[src/rtl/add_serial_pkg.sv]
// add_serial shared types: FSM state, digit count and configuration check.
// Optional subtract support is enabled with ADD_SERIAL_SUB_EN.
package add_serial_pkg;

   typedef enum logic [1:0] {
      IDLE,
      RUN,
      DONE
   } state_t;

   function automatic int n_digits(input int width, input int digit);
      return width / digit;
   endfunction

   function automatic bit cfg_ok(input int width, input int digit);
      if (digit < 1 || digit > width) return 1'b0;
      return (width % digit) == 0;
   endfunction

endpackage

[src/rtl/add_serial_digit.sv]
// add_digit: combinational DIGIT-bit ripple adder, exposes the carry into
// its top bit so the caller can form signed overflow.
module add_digit #(
   parameter int DIGIT = 4
) (
   input  logic [DIGIT-1:0] a,
   input  logic [DIGIT-1:0] b,
   input  logic             ci,
   output logic [DIGIT-1:0] s,
   output logic             co,
   output logic             c_msb
);

   logic [DIGIT:0] c;

   always_comb begin
      c    = '0;
      s    = '0;
      c[0] = ci;
      for (int i = 0; i < DIGIT; i++) begin
         s[i]   = a[i] ^ b[i] ^ c[i];
         c[i+1] = (a[i] & b[i]) | (c[i] & (a[i] ^ b[i]));
      end
   end

   assign co    = c[DIGIT];
   assign c_msb = c[DIGIT-1];

endmodule

[src/rtl/add_serial.sv]
// add_serial: digit-serial WIDTH-bit adder, DIGIT bits per clock, LSD first.
// Define ADD_SERIAL_SUB_EN to add the sub port (a - b - cin).
module add_serial
   import add_serial_pkg::*;
#(
   parameter int WIDTH = 16,
   parameter int DIGIT = 4
) (
   input  logic             clk,
   input  logic             rst,
   input  logic             in_valid,
   output logic             in_ready,
   input  logic [WIDTH-1:0] a,
   input  logic [WIDTH-1:0] b,
   input  logic             cin,
`ifdef ADD_SERIAL_SUB_EN
   input  logic             sub,
`endif
   output logic             out_valid,
   input  logic             out_ready,
   output logic [WIDTH-1:0] sum,
   output logic             cout,
   output logic             ovf
);

   localparam int N    = n_digits(WIDTH, DIGIT);
   localparam int CW   = (N > 1) ? $clog2(N) : 1;
   localparam logic [CW-1:0] LAST = CW'(N - 1);

   if (!cfg_ok(WIDTH, DIGIT)) begin : g_bad_cfg
      $error("add_serial: WIDTH must be a multiple of DIGIT, DIGIT >= 1");
   end

   state_t           state;
   logic [WIDTH-1:0] a_q, b_q, sum_q;
   logic [WIDTH-1:0] a_nx, b_nx, sum_nx;
   logic [WIDTH-1:0] b_in;
   logic             c_in;
   logic             carry;
   logic [CW-1:0]    cnt;
   logic             cout_q, ovf_q;
   logic [DIGIT-1:0] d_s;
   logic             d_co, d_msb;

`ifdef ADD_SERIAL_SUB_EN
   assign b_in = sub ? ~b : b;
   assign c_in = sub ? ~cin : cin;
`else
   assign b_in = b;
   assign c_in = cin;
`endif

   add_digit #(
      .DIGIT(DIGIT)
   ) u_digit (
      .a    (a_q[DIGIT-1:0]),
      .b    (b_q[DIGIT-1:0]),
      .ci   (carry),
      .s    (d_s),
      .co   (d_co),
      .c_msb(d_msb)
   );

   // Single-digit build has nothing left to shift after one step.
   if (DIGIT == WIDTH) begin : g_one
      assign a_nx   = '0;
      assign b_nx   = '0;
      assign sum_nx = d_s;
   end else begin : g_multi
      assign a_nx   = {{DIGIT{1'b0}}, a_q[WIDTH-1:DIGIT]};
      assign b_nx   = {{DIGIT{1'b0}}, b_q[WIDTH-1:DIGIT]};
      assign sum_nx = {d_s, sum_q[WIDTH-1:DIGIT]};
   end

   always_ff @(posedge clk or posedge rst) begin
      if (rst) begin
         state  <= IDLE;
         a_q    <= '0;
         b_q    <= '0;
         sum_q  <= '0;
         carry  <= 1'b0;
         cnt    <= '0;
         cout_q <= 1'b0;
         ovf_q  <= 1'b0;
      end else begin
         unique case (state)
            IDLE: begin
               if (in_valid) begin
                  a_q   <= a;
                  b_q   <= b_in;
                  carry <= c_in;
                  cnt   <= '0;
                  state <= RUN;
               end
            end
            RUN: begin
               a_q   <= a_nx;
               b_q   <= b_nx;
               sum_q <= sum_nx;
               carry <= d_co;
               cnt   <= cnt + 1'b1;
               if (cnt == LAST) begin
                  cout_q <= d_co;
                  ovf_q  <= d_msb ^ d_co;
                  state  <= DONE;
               end
            end
            DONE: begin
               if (out_ready) state <= IDLE;
            end
            default: state <= IDLE;
         endcase
      end
   end

   assign in_ready  = (state == IDLE);
   assign out_valid = (state == DONE);
   assign sum       = sum_q;
   assign cout      = cout_q;
   assign ovf       = ovf_q;

endmodule

[config.mk]
export PLATFORM = sky130hd
export DESIGN_NAME = add_serial
export DESIGN_NICKNAME = d
export VERILOG_FILES = /design/src/rtl/add_serial_pkg.sv /design/src/rtl/add_serial_digit.sv /design/src/rtl/add_serial.sv
export SDC_FILE = /design/constraint.sdc
export NUM_CORES = 1
export LEC_CHECK = 0
export BUFFER_PORTS_ARGS = -buffer_cell sky130_fd_sc_hd__buf_2
export CORE_UTILIZATION = 45
export DETAILED_ROUTE_END_ITERATION = 8
export GPL_ROUTABILITY_DRIVEN = 0
export HOLD_SLACK_MARGIN = 0.06
export PLACE_DENSITY = 0.68
export SLEW_MARGIN = 20
export SYNTH_ARGS = -nofsm -noshare
export SYNTH_HDL_FRONTEND = slang
export SYNTH_SLANG_ARGS = --single-unit
[constraint.sdc]
create_clock -name clk -period 2.75 [get_ports clk]
set_clock_uncertainty 0.1 [all_clocks]
set_input_delay 0.1375 -clock clk [delete_from_list [all_inputs] [get_ports clk]]
set_output_delay 0.1375 -clock clk [all_outputs]
set_load 0.02 [all_outputs]
Word level (Yosys, flattened, before mapping)

Index checks and enable logic that the tools add are counted.

Add/sub/neg operators: 1
Eq/ne operators: 6
Mux-type cells: 12
Bitwise logic cells: 21
Reduce and logical (&&, ||, !) cells: 5

Operator list:

| cell                                                                    | number |
|---|---|
| 16-bit one-hot mux with 2 select lines                                  | 2 |
| 16-bit 2-to-1 mux                                                       | 2 |
| 1-bit XOR                                                               | 9 |
| 1-bit AND                                                               | 8 |
| 2-bit 2-to-1 mux                                                        | 4 |
| 2-bit one-hot mux with 3 select lines                                   | 1 |
| 2-bit equality test, second input constant                              | 2 |
| 2-bit inequality test, second input constant                            | 2 |
| 1-bit OR                                                                | 4 |
| 2-bit one-hot mux with 2 select lines                                   | 1 |
| 2-bit AND reduction                                                     | 2 |
| 3-bit AND reduction                                                     | 1 |
| 2-bit by 1-bit adder with 2-bit output, second input constant           | 1 |
| 2-bit by 1-bit equality test with 1-bit output, second input constant   | 1 |
| 2-bit logical NOT                                                       | 1 |
| 2-bit by 1-bit inequality test with 1-bit output, second input constant | 1 |
| 1-bit one-hot mux with 2 select lines                                   | 1 |
| 2-bit nonzero test                                                      | 1 |
| 1-bit 2-to-1 mux                                                        | 1 |

Flip-flop bits (word level): 55
Output and inout bits: 20
Logic and storage cells: 53

Longest topological paths before layout

Depth in word-level cells: 10
Gate-level depth with buffers: 9
Depth with buffers taken out: 9

By module

From an unflattened synthesis, not the netlist that was laid out.

Cells, all modules: 272
Area, all modules: 2,537.4 um2

Modules (own cells, without submodules):

| module     | instances | cells each | area an instance (um2) |
|---|---|---|---|
| add_serial | 1         | 260        | 2,427.3 |
| add_digit  | 1         | 12         | 110.1 |

Least setup slack after synthesis

OpenSTA, ideal clock, no wires.

Kind: reg-to-reg
Start: reg a_q[0]
End: reg sum_q[15], in the netlist sum[15]
Library setup time: 0.083 ns
Arrival: 2.026 ns
Path slack: 0.541 ns
Stages on the path, launching flop included: 9
Period minus slack after synthesis: 2.209 ns
Cells stage by stage: dfrtp_1 fa_1 inv_1 fa_1 inv_1 fa_1 inv_1 fa_1 o21ai_0

Word-level cells in the longest chain between the ends: 8
Elaborated cells on any way between the ends: 9
Those cells by class: bitwise: 9

Ends and longest elaborated chain:

| item                   | RTL line               | text |
|---|---|---|
| start, declared        | add_serial.sv:35       | `logic [WIDTH-1:0] a_q, b_q, sum_q;` |
| start signal, assigned | add_serial.sv:97       | `a_q <= a_nx;` |
| 1-bit XOR              | add_serial_digit.sv:22 | `c[i+1] = (a[i] & b[i]) \| (c[i] & (a[i] ^ b[i]));` |
| 1-bit AND              | add_serial_digit.sv:22 |  |
| 1-bit OR (*)           | add_serial_digit.sv:22 |  |
| 1-bit AND (*)          | add_serial_digit.sv:22 |  |
| 1-bit OR (*)           | add_serial_digit.sv:22 |  |
| 1-bit AND (*)          | add_serial_digit.sv:22 |  |
| 1-bit OR (*)           | add_serial_digit.sv:22 |  |
| 1-bit XOR (*)          | add_serial_digit.sv:21 | `s[i] = a[i] ^ b[i] ^ c[i];` |
| end signal, assigned   | add_serial.sv:99       | `sum_q <= sum_nx;` |
| end, declared          | add_serial.sv:35       |  |

Mark *: on every way between the ends. The rest lies on a longest branch, timed or not.
A chain may end at the register's enable or synchronous reset.

Worst setup path in the final report

Ends and elaborated chain as after synthesis.

==> metrics.cfg <==
[run_status]
status=complete, no violations

[routing]
drtIter0Drc=86
finalWirelength_um=5360
drc_errors=0
drtPass1Iterations=4
final_antenna_net_count=0
vias_per_cell=5.20
wire_per_inst_um=13.7
vias=2037

[cells_and_area]
syn_to_final_growth_pct=21.1
fillers=505
drive_gt1_frac=0.228
fin_util=0.563
nets=363
layout_commonest_cell=buf_2
final_cell_mix=56 x buf_2, 55 x dfrtp_1, 50 x nand2_1
n_antenna_cell=0
multiInputGateArea_mm2=0.00100
regArea_mm2=0.00138

[timing]
slew_headroom=0.536
hold_violations=0
rsz0062_at_grt=no
final-max-slew-violation-count=0
min_period_over_period=0.843
totalNegativeSetupSlack_ns=0
finalWorstSetupSlack_ns=0.431
max_freq_mhz=431
tightest_slew_ns=0.696
fin_crit_ns=2.32
setup_viol=0

[power]
powerDensity_mw_per_mm2=1130
leakage_nw=1.50
power.net_switching_mw=1.48
swShare=0.423
internal_power_mw=2.01
pwr-share-seq=0.413
clkPwrFrac=0.117
vdd_drop_max_v=0.000421
comb_power_share=0.470

[cts]
clock_sinks=55
cts_buffers=5
cts-root-buf=clkbuf_8
cts.htree.levels=2
insertion_delay_ns=0.30
cts_tree=yes
clkTransAtPathRegs_ns=0.10
post_cts_buffers=0
cts_buffer_depth=2

[logic_synthesis]
synthCells=253
ys.warnings.count=0
yosys.area.top_type=dfrtp_1
synth_area_leaders=dfrtp_1 54%, nand2_1 7.3%, o22ai_1 3.9%
syn-num-nets=295
synth_area_mm2=0.00256
avgSynthCellArea_um2=10.1
ys_ff_latch=55
yosys.area.top_type_share=0.537
synth.distinct_cells=33
yosysSeqAreaShare=0.537

[floorplanning]
core_mm2=0.00551
die_w_um=77.4
fp.dieArea_mm2=0.00600
ioPinCount=57
fp.dieH_um=77.4
initial_core_util=0.465
std_cell_rows=27

[worst_setup_path]
path_max_fanout=2
worst-path-buf-inv=3
cp_cell_sequence=fa_1, inv_1, fa_1, inv_1, fa_1, inv_1, fa_1, o21ai_0
cp_common_cell=fa_1
path_delay_family=adder cells
crit_required_ns=2.87
cp_slowest_cell=dfrtp_1
startpoint_type=register
cp-end-kind=register
crit_arrival_ns=2.44
cpPeakStageDelay_ns=0.41
critPathKind=reg2reg

[global_route]
grt_max_degree=33
grt_pass1_vias=2032
grt_antenna_before_repair=0
grt_pass1_wl_um=9230
track_usage=0.195
grt-ovfl-total=0

[job]
cap_violations=0

[place]
place_ws_ns=0.448
port_buffers=56
dp_hpwl_um=3580

[worst_hold_path]
worstHoldPathType=in2reg

[power by group through the flow]
stage / logic (mW) / registers [mW] / clock network, mW
3_5_place_dp: 1.64 / 1.46 / 0
6_report: 1.64 / 1.44 / 0.409
2_1_floorplan: 1.20 / 1.54 / 0
3_3_place_gp: 1.60 / 1.45 / 0
5_1_grt: 1.87 / 1.50 / 0.446
4_1_cts: 1.66 / 1.45 / 0.420
[metrics by stage]
| stage | instances | hold slack (ns) | power [mW] | area, um2 |
|---|---|---|---|---|
| 2_1_floorplan | 253 | 0.124 | 2.73 | 2560 |
| 3_3_place_gp | 367 | -0.0805 | 3.05 | 2840 |
| 3_5_place_dp | 367 | -0.0822 | 3.10 | 2840 |
| 4_1_cts | 391 | 0.0601 | 3.52 | 3090 |
| 5_1_grt | 392 | 0.0724 | 3.81 | 3100 |
| 6_report | 392 | 0.0627 | 3.49 | 3100 |
[worst min-delay path: cells and delay by family]
kind                   cells  cell delay, ns
and+or+nand+nor            1            0.11
AOI/OAI and AO/OA          1            0.08
buffers and inverters      1            0.10
[cell usage after synthesis]
master	n
o21bai_4	1
inv_1	13
clkbuf_1	1
xor2_1	1
nor2_4	1
o22ai_1	16
nand2b_1	3
inv_2	1
nand3b_1	2
fa_1	4
o21ba_2	1
a221oi_1	6
and2_0	1
nor2_1	9
o221a_2	1
o31ai_1	1
nor2b_1	9
nor3_1	5
a21oi_1	18
dfrtp_1	55
a22o_1	7
or3b_1	5
o21ai_0	12
clkbuf_2	1
nor3b_1	4
buf_2	8
o21ai_1	2
ha_1	1
o22a_1	4
a221oi_2	1
buf_6	4
buf_4	5
nand2_1	50
[logic make-up (layout without fill, tap and decap cells)]
logic type / count (synthesis) / after routing / share of synthesized area
xor+xnor: 1 / 1 / 0.00342
flops: 55 / 55 / 0.537
buf+inv: 33 / 100 / 0.0718
fa+ha+maj: 5 / 5 / 0.0362
compound gates: 70 / 70 / 0.184
simple gates: 89 / 89 / 0.167
[state kept, by name, summed over array words and instances, names as in the netlist]
| signal | cells |
|---|---|
| a_q | 16 |
| b_q | 16 |
| sum | 16 |
| cnt | 2 |
| state | 2 |
| carry | 1 |
| cout | 1 |
| ovf | 1 |
[per-layer routing]
metal | GRT usage | routed length [um] | vias to the layer above
met2 | 0.326 | 2520 | 57
li1 | - | - | 1002
met3 | 0.0412 | 217 | 7
met4 | 0.0623 | 61 | 0
met5 | 0 | 0 | -
met1 | 0.252 | 2550 | 971
[path summary, 6_finish.rpt]
kind                                    start             endpoint  slack [ns]  cells past startpoint
setup / recovery           a_q[0]$_DFFE_PP0P_  sum[15]$_DFFE_PP0P_        0.43                      8
hold / removal                           a[8]   a_q[8]$_DFFE_PP0P_        0.06                      3
setup reg to reg           a_q[0]$_DFFE_PP0P_  sum[15]$_DFFE_PP0P_        0.43                      8
hold reg to reg            sum[0]$_DFFE_PP0P_   sum[0]$_DFFE_PP0P_        0.37                      2
max in group asynchronous                 rst    carry$_DFFE_PP0P_        1.83                      4
min in group asynchronous                 rst   cnt[0]$_DFFE_PP0P_        0.15                      3
[area by class of cell]
cell class                      instances  area share
Sequential cell                        55       0.444
Multi-Input combinational cell        165       0.323
Timing Repair Buffer                   80       0.164
Tap cell                               72      0.0291
Clock buffer                            6      0.0234
Inverter                               14      0.0169
[repair_timing]
item | in CTS | in global routing
resized for setup | 0 | 0
hold endpoints to repair | 72 | 1
hold buffers | 18 | 1
No activity file was read; power rests on OpenSTA's default activity.
